<file path="src/rtl/mem_arbiter.sv">
// Fetch/data arbiter sequencing one single-ported memory; data has priority.
// Define MEM_ARB_STARVE_GUARD_EN to force a fetch grant after STARVE_LIMIT contested data grants.
module mem_arbiter #(
    parameter int unsigned MEM_LAT      = 2,
    parameter int unsigned STARVE_LIMIT = 3
) (
    input  logic        clk,
    input  logic        rst_n,
    input  logic        if_req,
    input  logic [15:0] if_addr,
    output logic [15:0] if_rdata,
    output logic        if_rdy,
    input  logic        dm_req,
    input  logic        dm_we,
    input  logic [15:0] dm_addr,
    input  logic [15:0] dm_wdata,
    output logic [15:0] dm_rdata,
    output logic        dm_rdy,
    output logic [15:0] mem_addr,
    output logic [15:0] mem_wdata,
    output logic        mem_re,
    output logic        mem_we,
    input  logic [15:0] mem_rdata,
    output logic        busy
);

    if (MEM_LAT < 1 || MEM_LAT > 15) begin : g_lat_chk
        $error("MEM_LAT out of range");
    end
    if (STARVE_LIMIT < 1 || STARVE_LIMIT > 15) begin : g_lim_chk
        $error("STARVE_LIMIT out of range");
    end

    localparam logic [3:0] LAT = 4'(MEM_LAT);

    typedef enum logic [1:0] {S_IDLE, S_ISSUE, S_WAIT} state_e;

    state_e      state_q, state_d;
    logic        en_q;
    logic [3:0]  cnt_q, cnt_d;
    logic        grant, grant_data, done;
    logic        own_data_q, we_q;
    logic [15:0] addr_q, wdata_q, if_rdata_q, dm_rdata_q;
    logic        if_rdy_q, dm_rdy_q;

    // en_q holds off arbitration for the first cycle after reset release
    assign grant = (state_q == S_IDLE) && en_q && (if_req || dm_req);
    assign done  = (state_q == S_WAIT) && (cnt_q == 4'd1);

`ifdef MEM_ARB_STARVE_GUARD_EN
    localparam logic [3:0] LIMIT = 4'(STARVE_LIMIT);
    logic [3:0] streak_q, streak_d;
    logic       force_if;

    assign force_if   = if_req && dm_req && (streak_q == LIMIT);
    assign grant_data = dm_req && !force_if;

    always_comb begin
        streak_d = streak_q;
        if (grant) begin
            if (grant_data && if_req) streak_d = streak_q + 4'd1;
            else                      streak_d = '0;
        end
    end

    always_ff @(posedge clk or negedge rst_n) begin
        if (!rst_n) streak_q <= '0;
        else        streak_q <= streak_d;
    end
`else
    assign grant_data = dm_req;
`endif

    always_ff @(posedge clk or negedge rst_n) begin
        if (!rst_n) state_q <= S_IDLE;
        else        state_q <= state_d;
    end

    always_comb begin
        state_d = state_q;
        unique case (state_q)
            S_IDLE:  if (grant) state_d = S_ISSUE;
            S_ISSUE: state_d = S_WAIT;
            S_WAIT:  if (done) state_d = S_IDLE;
            default: state_d = S_IDLE;
        endcase
    end

    always_comb begin
        mem_re = (state_q == S_ISSUE) && !we_q;
        mem_we = (state_q == S_ISSUE) && we_q;
        busy   = (state_q == S_ISSUE) || (state_q == S_WAIT);
    end

    always_comb begin
        cnt_d = cnt_q;
        if (state_q == S_ISSUE)     cnt_d = LAT;
        else if (state_q == S_WAIT) cnt_d = cnt_q - 4'd1;
    end

    always_ff @(posedge clk or negedge rst_n) begin
        if (!rst_n) begin
            en_q       <= 1'b0;
            cnt_q      <= '0;
            own_data_q <= 1'b0;
            we_q       <= 1'b0;
            addr_q     <= '0;
            wdata_q    <= '0;
            if_rdata_q <= '0;
            dm_rdata_q <= '0;
            if_rdy_q   <= 1'b0;
            dm_rdy_q   <= 1'b0;
        end else begin
            en_q     <= 1'b1;
            cnt_q    <= cnt_d;
            if_rdy_q <= done && !own_data_q;
            dm_rdy_q <= done && own_data_q;
            if (grant) begin
                own_data_q <= grant_data;
                we_q       <= grant_data && dm_we;
                addr_q     <= grant_data ? dm_addr : if_addr;
                wdata_q    <= grant_data ? dm_wdata : '0;
            end
            if (done) begin
                if (own_data_q) dm_rdata_q <= mem_rdata;
                else            if_rdata_q <= mem_rdata;
            end
        end
    end

    assign if_rdata  = if_rdata_q;
    assign dm_rdata  = dm_rdata_q;
    assign if_rdy    = if_rdy_q;
    assign dm_rdy    = dm_rdy_q;
    assign mem_addr  = addr_q;
    assign mem_wdata = wdata_q;

endmodule

</file>
<file path="config.mk">
export PLATFORM = sky130hd
export DESIGN_NAME = mem_arbiter
export DESIGN_NICKNAME = d
export VERILOG_FILES = /design/src/rtl/mem_arbiter.sv
export SDC_FILE = /design/constraint.sdc
export NUM_CORES = 1
export LEC_CHECK = 0
export CAP_MARGIN = 20
export CORE_MARGIN = 10
export CORE_UTILIZATION = 41
export DETAILED_ROUTE_END_ITERATION = 16
export PLACE_DENSITY = 0.87
export SLEW_MARGIN = 20
export SYNTH_ARGS = -nofsm -noshare
export SYNTH_HDL_FRONTEND = slang
export SYNTH_SLANG_ARGS = --single-unit
</file>
<file path="constraint.sdc">
create_clock -name clk -period 2.5 [get_ports clk]
set_input_delay 0.375 -clock clk [delete_from_list [all_inputs] [get_ports clk]]
set_output_delay 0.375 -clock clk [all_outputs]
set_load 0.1 [all_outputs]
</file>
* Yosys cells after proc, flatten, opt, wreduce, memory -nomap -nowiden
Cells that the tools add are included.
Word-level totals: word-level logic and storage cells 42, input bits 69, bits in registers 75, output and inout bits 69
Operators by class: eq/ne operators 5, muxes and demuxes 7, bitwise gates (word level) 1, add/sub/neg operators 1, reduce and logical (&&, ||, !) cells 17
Operators by type and width (number):
- $mux W16 | 2
- $logic_and A1 B1 Y1 | 8
- $mux W4 | 2
- $pmux W2 S3 | 1
- $reduce_and A2 Y1 | 3
- $eq A4 B1 Y1 const B | 1
- $mux W2 | 2
- $ne A2 B2 Y1 const B | 2
- $sub A4 B1 Y4 const B | 1
- $eq A2 B1 Y1 const B | 1
- $eq A2 B2 Y1 const B | 1
- $logic_not A1 Y1 | 2
- $logic_not A2 Y1 | 1
- $logic_or A1 B1 Y1 | 2
- $reduce_bool A2 Y1 | 1
- $not A1 Y1 | 1

* Depth between registers and ports, before layout
Gate-level depths: netlist of run 1.
word-level depth 5, gate-level depth with buffers 6, depth with buffers taken out 5

* Worst setup path before layout of run 1
No wires, ideal clock.
kind reg2out, from register state_q[1], to output mem_re, cell stages (with the launch flop) 5, buffers on the path 0, data required time 2.125 ns, arrival 1.961 ns, slack 0.164 ns, cells stage by stage dfrtp_1 inv_1 ha_1 inv_1 nor2_1
On the way: longest elaborated chain between the ends 2
RTL lines:
- start: declaration | line 38 | state_e state_q, state_d;
- start signal: assignment | line 76 | else state_q <= state_d;
- $eq A2 B1 Y1 | line 90 | mem_re = (state_q == S_ISSUE) && !we_q;
- $logic_and A1 B1 Y1 | line 90
- end: declaration | line 21 | output logic mem_re,
Every way passes these cells.

* Final worst setup path of run 1
from register cnt_q[1], to register if_rdata_q[15], in the netlist if_rdata[15]
On the way: longest elaborated chain between the ends 3
RTL lines:
- start: declaration | line 40 | logic [3:0] cnt_q, cnt_d;
- start signal: assignment | line 115 | cnt_q <= cnt_d;
- $eq A4 B1 Y1 | line 48 | assign done = (state_q == S_WAIT) && (cnt_q == 4'd1);
- $logic_and A1 B1 Y1 | line 48
- $reduce_and A2 Y1 (no source line)
- end signal: assignment | line 126 | else if_rdata_q <= mem_rdata;
- end: declaration | line 43 | logic [15:0] addr_q, wdata_q, if_rdata_q, dm_rdata_q;
Every way passes these cells. A chain may end at the register's enable or synchronous reset.

==> results.yml, run 1 <==
cts:
  cts-hold-fix-buffers: 0
  clock_tree.buffer_depth: 2
  cts_htree_levels: 3
  clock-root-buffer: "sky130_fd_sc_hd__clkbuf_8"
  cts.clk_slew.worst_paths_ns: 0.07
  cts_inserted_buffers: 9
  tritoncts: "yes"
  tritoncts_sink_count: 75
  cts_setup_buffers: 0
  cts_resized: 0
  clkLatencyLatePin_ns: 0.33
critical_path:
  cp_data_required_time_ns: 2.71
  register_to_register_setup_slack_ns: 0.52
  timing.setup.critical_path_class: "reg2reg"
  worstPathCellList: "inv_1 -> ha_1 -> or3b_4 -> nor3b_4 -> buf_4 -> mux2_2"
  setup.worst_path.end_class: "flop"
  number_of_buffer_and_inverter_stages_on_the_critical_path: 2
  critPathLaunchType: "flop"
  slowest_stage: "sky130_fd_sc_hd__or3b_4"
  worst_reg_to_reg_path_cell_count: 6
  worst-path-max-fanout: 17
  terminus_of_the_critical_flop_to_flop_path: "if_rdata[15]"
  critical_path.max_stage_delay_ns: 0.41
  worst_path_dominant_cell_family: "simple AND/OR/NAND/NOR gates"
  worst_endpoint_data_arrival_time_ns: 2.19
  crit_reg_reg_startpoint: "cnt_q[1]"
global_route:
  grt_pass1_vias: 2559
  grt_first_pass_wirelength_mm: 12.46
  globalRoute.totalOverflow: 0
  grt_start_max_net_pins: 76
  gr-usage-all-layers: 0.1350
  initial_antenna_violation_count: 0
synthesis:
  synthesis_warning_total: 0
  mappedNetlistArea_sq_um: 3052
  netlist-cell-type-count: 27
  sequential_cell_area_fraction_in_the_yosys_report: 0.6150
  syn_area_per_cell_sq_um: 13.75
  post_synth_inst_count: 222
  synth_seq_cells: 75
  mappedNetlistNets: 296
finish:
  finish.cell_count_without_fillers: 467
  drive_gt1_frac: 0.3342
  area.growth.synth_to_final_pct: 49.82
  final_nets: 437
  multi_input_area_sq_um: 1092
  sequential_cell_area_sq_um: 1877
  fillCellCount: 571
  num_antenna_cells: 0
timing:
  finalCriticalPeriod_ns: 1.980
  finalSetupViolCount: 0
  fmax_mhz: 505.0
  finClkSkew_ns: 0.01261
  hold-worst-slack_ns: 0.1801
  layout_setup_ws_ns: 0.5198
  post-route-period-util: 0.7921
  max_slew_margin: 0.4048
  tightest_slew_ns: 0.8928
  report.final.slew_viol_count: 0
  setup_tns_ns: 0
  report.final.hold_viol_count: 0
  rsz0062_at_grt: "no"
floorplan:
  row_count: 31
  dieWidth_microns: 106.3
  die_area_sq_um: 11290
  start_util: 0.4207
  die_y_microns: 106.3
  placeableCoreArea_sq_um: 7253
  io-pin-count: 138
routing:
  route.detailed.wl_per_inst_microns: 16.05
  first_pass_iters: 4
  avgViaCountPerCell: 4.799
  drc: 0
  route.antenna.remaining_nets: 0
  route.vias.total: 2241
  initial_drt_markers: 65
  routed_wl_mm: 7.494
job:
  drv.max_cap_violation_count: 0
placement:
  post-place-ws_ns: 0.5034
  hpwlAfterDp_mm: 5.837
  number_of_i_o_port_buffers: 137
  placer_s_final_routability_congestion_estimate: 0.7068
  placed_cells_incl_taps: 451
worst_hold_path:
  worstHoldPathType: "in2async"
run_status:
  status: "complete, no violations"
==> per-stage QoR <==
step | area, sq um | util
after floorplan | 3052 | -
final | 4572 | 0.6303
after CTS | 4572 | 0.6303
after global placement | 4354 | 0.6003
after global routing | 4572 | 0.6303
after detailed placement | 4354 | 0.6003
==> worst max path at each step <==
stage,start,end,slack (ns),depth (start not counted)
4_1_cts,cnt_q[1],if_rdata[15],0.49,6
3_5_place_dp,cnt_q[1],if_rdata[15],0.50,6
2_1_floorplan,state_q[1],mem_re,0.16,4
6_report,cnt_q[1],if_rdata[15],0.52,6
5_1_grt,cnt_q[1],if_rdata[0],0.39,6
3_3_place_gp,cnt_q[1],if_rdata[14],0.56,6
==> layer usage <==
| metal | vias to the layer above | GRT usage | part of all wire |
|---|---|---|---|
| li1 | 1066 | - | - |
| met1 | 1068 | 0.1581 | 0.42 |
| met2 | 97 | 0.2129 | 0.46 |
| met3 | 10 | 0.06280 | 0.10 |
| met4 | 0 | 0.04932 | 0.012 |
| met5 | - | 0 | 0 |
==> registers in the layout, summed over array words and instances, names as in the netlist <==
register    flops
dm_rdata       16
own_data_q      1
state_q         2
mem_addr       16
if_rdata       16
mem_wdata      16
we_q            1
if_rdy          1
cnt_q           4
en_q            1
dm_rdy          1
==> cells in the mapped netlist <==
cell	number	area (sq um)
sky130_fd_sc_hd__a21o_1	2	15.01
sky130_fd_sc_hd__a21oi_1	1	5.000
sky130_fd_sc_hd__a22o_1	18	157.7
sky130_fd_sc_hd__a22oi_1	1	7.510
sky130_fd_sc_hd__a31oi_1	1	6.260
sky130_fd_sc_hd__and2_1	1	6.260
sky130_fd_sc_hd__and3_1	1	6.260
sky130_fd_sc_hd__buf_12	1	20.02
sky130_fd_sc_hd__buf_2	2	10.01
sky130_fd_sc_hd__clkbuf_1	8	30.03
sky130_fd_sc_hd__conb_1	1	3.750
sky130_fd_sc_hd__dfrtp_1	75	1877
sky130_fd_sc_hd__ha_1	5	62.56
sky130_fd_sc_hd__inv_1	6	22.52
sky130_fd_sc_hd__mux2_2	23	259.0
sky130_fd_sc_hd__mux2_4	9	135.1
sky130_fd_sc_hd__mux2i_1	18	180.2
sky130_fd_sc_hd__nand2_1	17	63.81
sky130_fd_sc_hd__nand2b_1	2	12.51
sky130_fd_sc_hd__nand3_1	1	5.000
sky130_fd_sc_hd__nor2_1	3	11.26
sky130_fd_sc_hd__nor3_1	1	5.000
sky130_fd_sc_hd__nor3b_1	1	7.510
sky130_fd_sc_hd__nor3b_4	1	18.77
sky130_fd_sc_hd__o211ai_1	1	7.510
sky130_fd_sc_hd__o21ai_0	21	105.1
sky130_fd_sc_hd__or3b_4	1	11.26
==> placed cells by master, fill, tap and decap left out, drive strengths merged, types with 2 or more instances in the layout <==
| cell type | netlist | layout |
|---|---|---|
| dfrtp | 75 | 75 |
| buf | 3 | 74 |
| clkdlybuf4s50 | 0 | 67 |
| mux2 | 32 | 32 |
| o21ai | 21 | 21 |
| mux2i | 18 | 18 |
| a22o | 18 | 18 |
| nand2 | 17 | 17 |
| clkbuf | 8 | 10 |
| inv | 6 | 6 |
| ha | 5 | 5 |
| nor2 | 3 | 3 |
| clkinv | 0 | 3 |
| a21o | 2 | 2 |
| nand2b | 2 | 2 |
| bufinv | 0 | 2 |
| nor3b | 2 | 2 |
==> cells by family (layout without fill, tap and decap cells) <==
logic type | count (synthesis) | in the layout | synth area share
flip-flops | 75 | 75 | 0.6150
multiplexers | 50 | 50 | 0.1882
AO/OA/AOI/OAI | 45 | 45 | 0.09963
AND/OR/NAND/NOR | 29 | 29 | 0.04838
buffers and inverters | 17 | 163 | 0.02706
adder cells (fa/ha/maj) | 5 | 5 | 0.02050
other | 1 | 1 | 0.001229
==> layout make-up <==
cell class | count | area share
flip-flops and latches | 75 | 0.4105
inverters | 6 | 0.004926
repair buffers | 141 | 0.2709
well taps | 99 | 0.02709
clock buffers | 10 | 0.02791
clock inverters | 6 | 0.01970
multi-input cells | 130 | 0.2389
Power of run 1 is not shown: default switching activity piles up to over one toggle a cycle in this logic, so the estimate is an artifact.
==> inputs of run 2 (changes only) <==
==> constraint.sdc (replaced) <==
create_clock -name clk -period 1.99 [get_ports clk]
set_input_delay 0.2985 -clock clk [delete_from_list [all_inputs] [get_ports clk]]
set_output_delay 0.2985 -clock clk [all_outputs]
set_load 0.1 [all_outputs]
==> run 2 against run 1 <==
Worst hold slack improved by 0.27 ns. Sequential share of layout area fell by 1.0 points. Cell count rose by 0.43%. Via count fell by 0.54%. Non-clock buffer count rose by 2. Utilization rose by 1.6 points. Fmax rose by 2.4%. Largest cell class unchanged.
==> results.yml, run 2 (synthesized netlist as in run 1, its figures left out) <==
global_route:
  grt-busiest-layer: "met2"
  initial_antenna_violation_count: 0
  grt_start_max_net_pins: 50
  gr-usage-all-layers: 0.1385
  grt_pass1_vias: 2407
  grt_util_met1: 0.1642
  globalRoute.totalOverflow: 0
  grt_util_met2: 0.2133
  grt_first_pass_wirelength_mm: 12.59
  globalRouteMet3Util: 0.06824
timing:
  finalCriticalPeriod_ns: 1.933
  post-route-period-util: 0.9716
  finClkSkew_ns: 0.007661
  rsz0062_at_grt: "yes"
  report.final.slew_viol_count: 0
  finalSetupViolCount: 0
  hold-worst-slack_ns: 0.4511
  report.final.hold_viol_count: 0
  max_slew_margin: 0.5995
  fmax_mhz: 517.2
  layout_setup_ws_ns: 0.05657
  tightest_slew_ns: 0.6008
floorplan:
  die_y_microns: 106.3
  placeableCoreArea_sq_um: 7253
  dieWidth_microns: 106.3
  row_count: 31
  start_util: 0.4207
  die_area_sq_um: 11290
  io-pin-count: 138
critical_path:
  worst_endpoint_data_arrival_time_ns: 2.15
  setup.worst_path.end_class: "flop"
  worst_path_dominant_cell_family: "simple AND/OR/NAND/NOR gates"
  cp_data_required_time_ns: 2.20
  number_of_buffer_and_inverter_stages_on_the_critical_path: 2
  slowest_stage: "sky130_fd_sc_hd__or3b_4"
  worst-path-max-fanout: 17
  critical_path.max_stage_delay_ns: 0.41
  critPathLaunchType: "flop"
  worstPathCellList: "inv_1 -> ha_1 -> or3b_4 -> nor3b_4 -> buf_12 -> mux2_2"
  timing.setup.critical_path_class: "reg2reg"
  critPathLaunch: "cnt_q[1]"
  crit_reg_reg_startpoint: "cnt_q[1]"
placement:
  placer_s_final_routability_congestion_estimate: 0.7427
  placed_cells_incl_taps: 452
  post-place-ws_ns: 0.05677
  number_of_i_o_port_buffers: 137
  hpwlAfterDp_mm: 6.184
cts:
  clock-root-buffer: "sky130_fd_sc_hd__clkbuf_8"
  tritoncts_sink_count: 75
  cts_inserted_buffers: 9
  clock_tree.buffer_depth: 2
  cts.clk_slew.worst_paths_ns: 0.08
  cts_htree_levels: 3
  clkLatencyLatePin_ns: 0.33
  tritoncts: "yes"
finish:
  final_core_util: 0.6462
  finish.cell_count_without_fillers: 469
  final_cell_mix: "sky130_fd_sc_hd__dfrtp_1, sky130_fd_sc_hd__buf_4, sky130_fd_sc_hd__clkdlybuf4s50_1"
  layout.cells.most_common: "sky130_fd_sc_hd__dfrtp_1"
  fillCellCount: 554
  area.growth.synth_to_final_pct: 53.59
  drive_gt1_frac: 0.3405
  num_antenna_cells: 0
  final_nets: 439
routing:
  routed_wl_mm: 7.720
  first_pass_iters: 4
  avgViaCountPerCell: 4.753
  route.vias.total: 2229
  initial_drt_markers: 64
  route.detailed.wl_per_inst_microns: 16.46
  drc: 0
  route.antenna.remaining_nets: 0
job:
  drv.max_cap_violation_count: 0
worst_hold_path:
  worstHoldPathType: "in2async"
run_status:
  status: "complete, no violations"
==> run 2: cell count changes in the layout (fill, tap and decap cells not counted) <==
cell	previous run	this run
sky130_fd_sc_hd__buf_12	1	6
sky130_fd_sc_hd__buf_4	73	69
sky130_fd_sc_hd__clkinv_4	2	0
sky130_fd_sc_hd__clkinvlp_4	1	3
sky130_fd_sc_hd__bufinv_16	2	3
sky130_fd_sc_hd__clkbuf_1	1	0
sky130_fd_sc_hd__clkbuf_8	9	10
sky130_fd_sc_hd__clkinv_2	1	0
sky130_fd_sc_hd__dlygate4sd3_1	0	1
sky130_fd_sc_hd__nor2_1	3	2
sky130_fd_sc_hd__nor2_2	0	1
==> run 2: final cells by class <==
| type | instances | area (sq um) | area share |
|---|---|---|---|
| timing repair buffer | 143 | 1319 | 0.2814 |
| multi-input combinational | 130 | 1095 | 0.2336 |
| clock inverter | 6 | 112.6 | 0.02403 |
| inverter | 6 | 22.52 | 0.004805 |
| sequential | 75 | 1877 | 0.4004 |
| clock buffer | 10 | 137.6 | 0.02936 |
| tap | 99 | 123.9 | 0.02643 |
==> run 2: stage by stage <==
step                TNS [ns]  area (sq um)
floorplan                  0          3054
global route        -0.06199          4687
CTS                        0          4687
detailed placement         0          4427
global placement           0          4427
finish                     0          4687
==> run 2: worst reg2reg max path: cells and delay by family, from the launching register on <==
kind / cells / cell delay [ns]
fa+ha+maj: 1 / 0.16
buf+inv: 2 / 0.29
flops: 1 / 0.39
mux: 1 / 0.35
simple gates: 2 / 0.63
==> run 2: what timing repair did <==
item / in CTS / in global routing
setup buffers: 0 / 0
resized for setup: 0 / 0
hold buffers: 1 / 0
setup endpoints to repair: 0 / 5
endpoints found under the hold margin: 35 / 0
==> run 2: routing by layer <==
metal	up-vias	share of wire
met5	-	0
met3	8	0.10
met4	0	0.011
met1	1049	0.42
met2	100	0.47
li1	1072	-
==> run 2: final timing paths <==
kind,to,slack [ns],cells after the start
worst max-delay path,if_rdata[1],0.06,6
worst min-delay path,dm_rdata[12],0.45,2
worst max register to register,if_rdata[1],0.06,6
worst min register to register,mem_addr[2],0.48,2
max in group asynchronous,en_q,0.97,3
min in group clk,mem_addr[2],0.48,2
Power of run 2 is left out for the same reason.
